$ cat src/rtl/zoom_hdmi_pixel_out.sv
// zoom_hdmi_pixel_out
// Reads pixels from the zoom-to-HDMI FIFO and produces HDMI/DVI video timing
// in the pixel clock domain. It pops one pixel per active-video cycle and sends
// a black pixel whenever the FIFO is empty. Underflowed pixels are counted.
//
// Ports
//   clk, rst_n          pixel clock, synchronous active-low reset
//   enable              run request, sampled at frame boundaries
//   ufl_clr             clears ufl_flag / ufl_cnt (wins over a same-cycle event)
//   fifo_rd_data        FIFO read data, valid the cycle after fifo_rd_en
//   fifo_rd_empty       FIFO empty
//   fifo_almost_empty   FIFO almost empty (gates the start of a frame)
//   fifo_rd_en          FIFO pop strobe (combinational from registered state)
//   vid_de/hs/vs/data   video outputs, 2 clocks after the counter position
//   frame_start         pulse aligned with the first active pixel of a frame
//   ufl_flag, ufl_cnt   sticky underflow flag, saturating underflow count
module zoom_hdmi_pixel_out #(
  parameter int unsigned DATA_WIDTH = 16,
  parameter int unsigned H_ACTIVE   = 1280,
  parameter int unsigned H_FP       = 110,
  parameter int unsigned H_SYNC     = 40,
  parameter int unsigned H_BP       = 220,
  parameter int unsigned V_ACTIVE   = 720,
  parameter int unsigned V_FP       = 5,
  parameter int unsigned V_SYNC     = 5,
  parameter int unsigned V_BP       = 20,
  parameter bit          HS_POL     = 1'b1,
  parameter bit          VS_POL     = 1'b1
) (
  input  logic                  clk,
  input  logic                  rst_n,
  input  logic                  enable,
  input  logic                  ufl_clr,
  input  logic [DATA_WIDTH-1:0] fifo_rd_data,
  input  logic                  fifo_rd_empty,
  input  logic                  fifo_almost_empty,
  output logic                  fifo_rd_en,
  output logic                  vid_de,
  output logic                  vid_hs,
  output logic                  vid_vs,
  output logic [DATA_WIDTH-1:0] vid_data,
  output logic                  frame_start,
  output logic                  ufl_flag,
  output logic [15:0]           ufl_cnt
);

  localparam int unsigned H_TOTAL = H_ACTIVE + H_FP + H_SYNC + H_BP;
  localparam int unsigned V_TOTAL = V_ACTIVE + V_FP + V_SYNC + V_BP;
  localparam int unsigned HW      = $clog2(H_TOTAL);
  localparam int unsigned VW      = $clog2(V_TOTAL);

  localparam logic [1:0] S_IDLE = 2'd0;
  localparam logic [1:0] S_WAIT = 2'd1;
  localparam logic [1:0] S_RUN  = 2'd2;

  logic [1:0]    r_state, w_state_nxt;
  logic [HW-1:0] r_h_cnt, w_h_nxt;
  logic [VW-1:0] r_v_cnt, w_v_nxt;

  logic w_run, w_h_last, w_v_last;
  logic w_active_raw, w_hs_raw, w_vs_raw, w_first, w_ufl_evt;

  logic r_s1_de, r_s1_hs, r_s1_vs, r_s1_first, r_s1_rd;

  // Raw timing decode from the counter position
  assign w_run        = (r_state == S_RUN);
  assign w_h_last     = (r_h_cnt == HW'(H_TOTAL - 1));
  assign w_v_last     = (r_v_cnt == VW'(V_TOTAL - 1));
  assign w_active_raw = (r_h_cnt < HW'(H_ACTIVE)) && (r_v_cnt < VW'(V_ACTIVE));
  assign w_hs_raw     = (r_h_cnt >= HW'(H_ACTIVE + H_FP)) &&
                        (r_h_cnt <  HW'(H_ACTIVE + H_FP + H_SYNC));
  assign w_vs_raw     = (r_v_cnt >= VW'(V_ACTIVE + V_FP)) &&
                        (r_v_cnt <  VW'(V_ACTIVE + V_FP + V_SYNC));
  assign w_first      = w_run && (r_h_cnt == '0) && (r_v_cnt == '0);

  // Gated by rst_n so that a reset asserted mid-frame pops nothing more
  assign fifo_rd_en   = rst_n && w_run && w_active_raw && !fifo_rd_empty;
  assign w_ufl_evt    = w_run && w_active_raw && fifo_rd_empty;

  // Next state and counter update; counters sit at 0 outside RUN
  always_comb begin
    w_state_nxt = r_state;
    w_h_nxt     = '0;
    w_v_nxt     = '0;
    case (r_state)
      S_IDLE: begin
        if (enable) w_state_nxt = S_WAIT;
      end
      S_WAIT: begin
        if (!enable)                 w_state_nxt = S_IDLE;
        else if (!fifo_almost_empty) w_state_nxt = S_RUN;
      end
      S_RUN: begin
        if (w_h_last) begin
          if (w_v_last) begin
            if (!enable) w_state_nxt = S_IDLE;
          end else begin
            w_v_nxt = r_v_cnt + VW'(1);
          end
        end else begin
          w_h_nxt = r_h_cnt + HW'(1);
          w_v_nxt = r_v_cnt;
        end
      end
      default: w_state_nxt = S_IDLE;
    endcase
  end

  // State and position registers
  always_ff @(posedge clk) begin
    if (!rst_n) begin
      r_state <= S_IDLE;
      r_h_cnt <= '0;
      r_v_cnt <= '0;
    end else begin
      r_state <= w_state_nxt;
      r_h_cnt <= w_h_nxt;
      r_v_cnt <= w_v_nxt;
    end
  end

  // Two-stage output pipeline; stage 2 lines up with the FIFO read latency
  always_ff @(posedge clk) begin
    if (!rst_n) begin
      r_s1_de     <= 1'b0;
      r_s1_hs     <= 1'b0;
      r_s1_vs     <= 1'b0;
      r_s1_first  <= 1'b0;
      r_s1_rd     <= 1'b0;
      vid_de      <= 1'b0;
      vid_hs      <= ~HS_POL;
      vid_vs      <= ~VS_POL;
      vid_data    <= '0;
      frame_start <= 1'b0;
    end else begin
      r_s1_de     <= w_run && w_active_raw;
      r_s1_hs     <= w_run && w_hs_raw;
      r_s1_vs     <= w_run && w_vs_raw;
      r_s1_first  <= w_first;
      r_s1_rd     <= fifo_rd_en;
      vid_de      <= r_s1_de;
      vid_hs      <= r_s1_hs ~^ HS_POL;
      vid_vs      <= r_s1_vs ~^ VS_POL;
      vid_data    <= r_s1_rd ? fifo_rd_data : '0;
      frame_start <= r_s1_first;
    end
  end

  // Underflow bookkeeping; clear has priority over a coincident event
  always_ff @(posedge clk) begin
    if (!rst_n) begin
      ufl_flag <= 1'b0;
      ufl_cnt  <= '0;
    end else if (ufl_clr) begin
      ufl_flag <= 1'b0;
      ufl_cnt  <= '0;
    end else if (w_ufl_evt) begin
      ufl_flag <= 1'b1;
      if (ufl_cnt != 16'hFFFF) ufl_cnt <= ufl_cnt + 16'd1;
    end
  end

endmodule

$ cat config.mk
export PLATFORM = sky130hd
export DESIGN_NAME = zoom_hdmi_pixel_out
export DESIGN_NICKNAME = d
export VERILOG_FILES = /design/src/rtl/zoom_hdmi_pixel_out.sv
export SDC_FILE = /design/constraint.sdc
export NUM_CORES = 1
export LEC_CHECK = 0
export ABC_AREA = 1
export BUFFER_PORTS_ARGS = -buffer_cell sky130_fd_sc_hd__buf_2
export CAP_MARGIN = 20
export CORE_ASPECT_RATIO = 1.4
export CORE_MARGIN = 4
export CORE_UTILIZATION = 45
export CTS_BUF_LIST = sky130_fd_sc_hd__clkbuf_8
export CTS_CLUSTER_SIZE = 10
export DETAILED_ROUTE_END_ITERATION = 7
export PLACE_DENSITY = 0.74
export SYNTH_ARGS = -nofsm -noshare
export SYNTH_HDL_FRONTEND = slang
export SYNTH_SLANG_ARGS = --single-unit
$ cat constraint.sdc
create_clock -name clk -period 1.8 [get_ports clk]
set_clock_uncertainty 0.1 [all_clocks]
set_input_delay 0.36 -clock clk [delete_from_list [all_inputs] [get_ports clk]]
set_output_delay 0.36 -clock clk [all_outputs]
set_load 0.03 [all_outputs]
======== Word level (Yosys, flattened, before mapping) ========
Cells that the tools add are included.
cells by class
  $add $sub $neg .......................... 3
  order comparisons ....................... 6
  eq/ne operators ......................... 10
  multiplexer cells ....................... 8
  bitwise logic cells ..................... 2
  reductions and logical operators ........ 22
operators with widths
  kind                   number
  $lt 11x11->1 const B   2
  $lt 10x10->1 const B   2
  $add 16x1->16 const B  1
  $ne 16x16->1 const B   1
  $logic_and 1x1->1      12
  $mux 2                 6
  $add 11x1->11 const B  1
  $eq 11x11->1 const B   1
  $ge 11x11->1 const B   1
  $logic_not 11->1       1
  $add 10x1->10 const B  1
  $eq 10x10->1 const B   1
  $ge 10x10->1 const B   1
  $logic_not 10->1       1
  $mux 10                1
  $pmux 2 s3             1
  $reduce_and 2->1       3
  $reduce_and 5->1       1
  $ne 2x1->1 const B     2
  $ne 2x2->1 const B     2
  $ne 3x3->1 const B     1
  $reduce_or 3->1        1
  $eq 2x1->1 const B     1
  $eq 2x2->1 const B     1
  other kinds (4)        5
word-level totals
  bits in registers ....................... 65
  bits of input ports ..................... 22
  output and inout bits ................... 38
  word-level logic and storage cells ...... 66

======== Logic depth before layout (Yosys ltp) ========
  depth in word-level cells ............... 5
  mapped depth ............................ 10
  depth with buffers taken out ............ 9

======== Least setup slack after synthesis ========
OpenSTA, ideal clock, no wires.
  path type ............................... register to output
  start ................................... register r_v_cnt[8]
  end ..................................... output fifo_rd_en
  data arrival time ....................... 1.461 ns
  data required time ...................... 1.340 ns
  setup slack ............................. -0.121 ns
  stages on the path, launching flop included .. 7
  buffers on the path ..................... 0
  path through ............................ dfxtp_1 > nor2_2 > nand2_1 > nor2_1 > nor2_1 > inv_1 > nor3_1
between the ends
  cells in the longest elaborated chain, start to end .. 4
ends and longest elaborated chain
  what                             line  text
  from (decl)                      58    logic [VW-1:0] r_v_cnt, w_v_nxt;
  from (signal assigned)           118   r_v_cnt <= w_v_nxt;
  $lt 10x10->1                     69    assign w_active_raw = (r_h_cnt < HW'(H_ACTIVE)) && (r_v_cnt < VW'(V_ACTIVE));
  $logic_and 1x1->1                69
  $logic_and 1x1->1 (2 in series)  77    assign fifo_rd_en = rst_n && w_run && w_active_raw && !fifo_rd_empty;
  to (decl)                        37    output logic fifo_rd_en,
Every way passes these cells.

======== Worst setup path after layout ========
Ends and elaborated chain as after synthesis.

==> flow_summary_export.csv <==
group,metric,value,unit
run_status,outcome,"finished, violations left",
run_status,violations,"setup timing",
placed_design,dpl_cell_area,3630,sq um
detailed_routing,firstDrtPassIters,4,
sta,slew-limit-headroom,65.96,%
setup_path,cp-end-kind,"primary output",
detailed_routing,routed_wl,7790,microns
setup_path,r2r_slack,0.15,ns
final_layout,fin_area,3971,sq um
floorplanning,ios,60,
placed_design,dp_hpwl,5691,microns
global_routing,grt_max_degree,17,
sta,period_needed,1.923,ns
power_and_ir_drop,finalPower,2835,uW
floorplanning,fp.dieW,78.76,microns
sta,fmax,0.5200,GHz
detailed_routing,drc,0,
logic_synthesis,ys_seq_elements,65,
placed_design,gp_congestion,0.8790,
power_and_ir_drop,powerDensity,713.9,nW/um^2
clock_tree,cts_root_buffer,"clkbuf_8",
logic_synthesis,syn-num-nets,495,
detailed_routing,wl_per_cell,12.06,microns
logic_synthesis,netlist_area,3154,sq um
final_layout,synthToLayoutAreaGrowth,25.90,%
sta,rsz0062_at_grt,"yes",
setup_path,worstReg2RegStart,"ufl_cnt[0]",
floorplanning,die-area,8432,sq um
setup_path,cp_cell_sequence,"nand2_4 > inv_2 > nor2_2 > nand2_1 > nor2_2 > inv_2 > nor3_2 > buf_4",
final_layout,nets,579,
setup_path,cp.required,1.34,ns
sta,holdWs,0.1182,ns
setup_path,cp_max_fo,3,
power_and_ir_drop,ir_drop,0.3284,mV
logic_synthesis,synth_warnings,0,
final_layout,drive_above_1_share,23.47,%
final_layout,mostFrequentLayoutCells,"111 x nand2_1, 68 x inv_1, 64 x nor2_1, 58 x buf_2, 56 x dfxtp_1",
setup_path,r2r-end,"ufl_cnt[1]",
setup_path,worstSetupPathType,"reg2out",
global_routing,grt_pass1_vias,3017,
clock_tree,clk_pin_slew,0.08,ns
final_layout,final_common_cell,"nand2_1",
floorplanning,start_util,47.08,%
placed_design,portBuffers,59,
detailed_routing,drtIter0Drc,167,
setup_path,cpPeakStageDelay,0.37,ns
setup_path,critPathSlowestCell,"dfxtp_4",
floorplanning,fp-row-count,35,
global_routing,gr-total-overflow,0,
clock_tree,cts_tree,"done",
sta,slew_viol_final,0,
sta,fin_crit_sh,106.8,%
detailed_routing,antenna_left,0,
hold_path,hold_path.class,"in2reg",
floorplanning,core_area,6700,sq um
logic_synthesis,synth_seq_area_share,41.25,%
setup_path,worst_r2r_path_depth,9,
floorplanning,die_h,107.1,microns
final_layout,diodes,0,
detailed_routing,via_per_inst,4.963,
setup_path,arrival,1.46,ns
setup_path,critPathCapture,"fifo_rd_en",
global_routing,grt_first_pass_wirelength,13160,microns
sta,fin_ws,-0.1230,ns
logic_synthesis,syn_inst,465,
setup_path,startpoint,"r_v_cnt[8]",
final_layout,final_core_util,59.27,%
clock_tree,clk-insertion-delay-late,0.35,ns
detailed_routing,via_count,3206,
sta,setup_viol,1,
clock_tree,cts_buffer_depth,2,
placed_design,dp_slack,0.09082,ns
sta,worst_pin_slew,0.5093,ns
sta,hold_viol,0,
power_and_ir_drop,p_leak,0.001780,uW
global_routing,antenna_found_initial,0,
logic_synthesis,syn_area_per_cell,6.783,sq um
global_routing,track_usage,19.12,%
clock_tree,clock_sinks,65,
clock_tree,htreeDepth,3,
clock_tree,cts_made_buffers,9,
job,drv_cap,0,
setup_path,cp-start-kind,"flip-flop",
logic_synthesis,synth_cell_types,26,
-- power by group --
part           leakage [uW]  switching (uW)  total, uW  internal, uW
logic               0.00115            45.7       78.3          32.6
registers          0.000528            3.43       1440          1440
clock network      0.000103             645       1310           668
total               0.00178             694       2830          2140
-- layout make-up --
class	instances	area (sq um)
well taps	92	115.1
clock inverters	7	83.83
inverters	74	277.8
fillers	668	2729
multi-input cells	316	1565
clock buffers	9	123.9
repair buffers	83	490.5
flip-flops and latches	65	1315
-- cells in the mapped netlist, drive strengths merged --
| cell type | n | area, sq um |
|---|---|---|
| a2111oi | 1 | 8.760 |
| a211oi | 1 | 7.510 |
| a21oi | 33 | 165.2 |
| buf | 7 | 43.79 |
| clkbuf | 3 | 11.26 |
| dfxtp | 65 | 1301 |
| ha | 8 | 100.1 |
| inv | 74 | 277.8 |
| nand2 | 114 | 427.9 |
| nand3 | 32 | 170.2 |
| nand3b | 1 | 7.510 |
| nand4 | 19 | 118.9 |
| nor2 | 72 | 287.8 |
| nor3 | 8 | 40.04 |
| nor3b | 1 | 7.510 |
| nor4 | 3 | 18.77 |
| nor4b | 1 | 8.760 |
| o2111ai | 1 | 8.760 |
| o21ai | 11 | 55.05 |
| xnor2 | 5 | 43.79 |
| xor2 | 5 | 43.79 |
-- worst min-delay path by stage --
stage                startpoint      endpoint  slack, ns  cells after the start
2_1_floorplan        r_s1_first   frame_start       0.29                      2
3_3_place_gp            r_s1_hs        vid_hs       0.29                      2
3_5_place_dp            r_s1_de        vid_de       0.31                      2
4_1_cts        fifo_rd_data[14]  vid_data[14]        0.1                      3
5_1_grt         fifo_rd_data[6]   vid_data[6]       0.10                      3
6_report       fifo_rd_data[14]  vid_data[14]       0.12                      3
-- sequential cells by signal, indices dropped and copies added (netlist names) --
signal / count
r_s1_vs: 1
ufl_cnt: 16
vid_vs: 1
r_h_cnt: 11
vid_data: 16
r_s1_hs: 1
r_state: 2
r_s1_de: 1
r_s1_first: 1
frame_start: 1
r_v_cnt: 10
vid_hs: 1
ufl_flag: 1
vid_de: 1
r_s1_rd: 1
-- kinds of logic (layout without fill, tap and decap cells) --
logic type	count (synthesis)	after routing	share of synthesized area [%]
flip-flops	65	65	41.25
buffers and inverters	84	173	10.55
adder cells (fa/ha/maj)	8	8	3.173
AO/OA/AOI/OAI	47	47	7.775
XOR/XNOR	10	10	2.777
AND/OR/NAND/NOR	251	251	34.47
-- metal layers --
layer,GRT usage (%),vias to the layer above,part of all wire (%)
met5,0,-,0
met4,9.000,0,1.4
met3,3.866,11,5.8
met2,33.90,88,52
met1,21.60,1463,41
li1,-,1644,-
-- per-stage QoR --
step | setup TNS, ns | std cells
after floorplan | 0 | 465
after global placement | 0 | 621
after detailed placement | 0 | 621
after CTS | -0.1722 | 644
after global routing | -0.2097 | 646
final | -0.1230 | 646
-- repair_timing --
item / CTS / global route
hold endpoints to repair: 0 / 0
hold buffers: 0 / 0
resized for setup: 17 / 11
endpoints found under the setup margin: 1 / 16
pin swaps: 3 / 5
setup buffers: 7 / 2
-- worst max-delay path: cells and delay by family, from the launching register on --
| family | cells | cell delay (ns) |
|---|---|---|
| buf+inv | 3 | 0.28 |
| flops | 1 | 0.37 |
| simple gates | 5 | 0.47 |
Note: power is estimated with default switching activity, not from simulation.
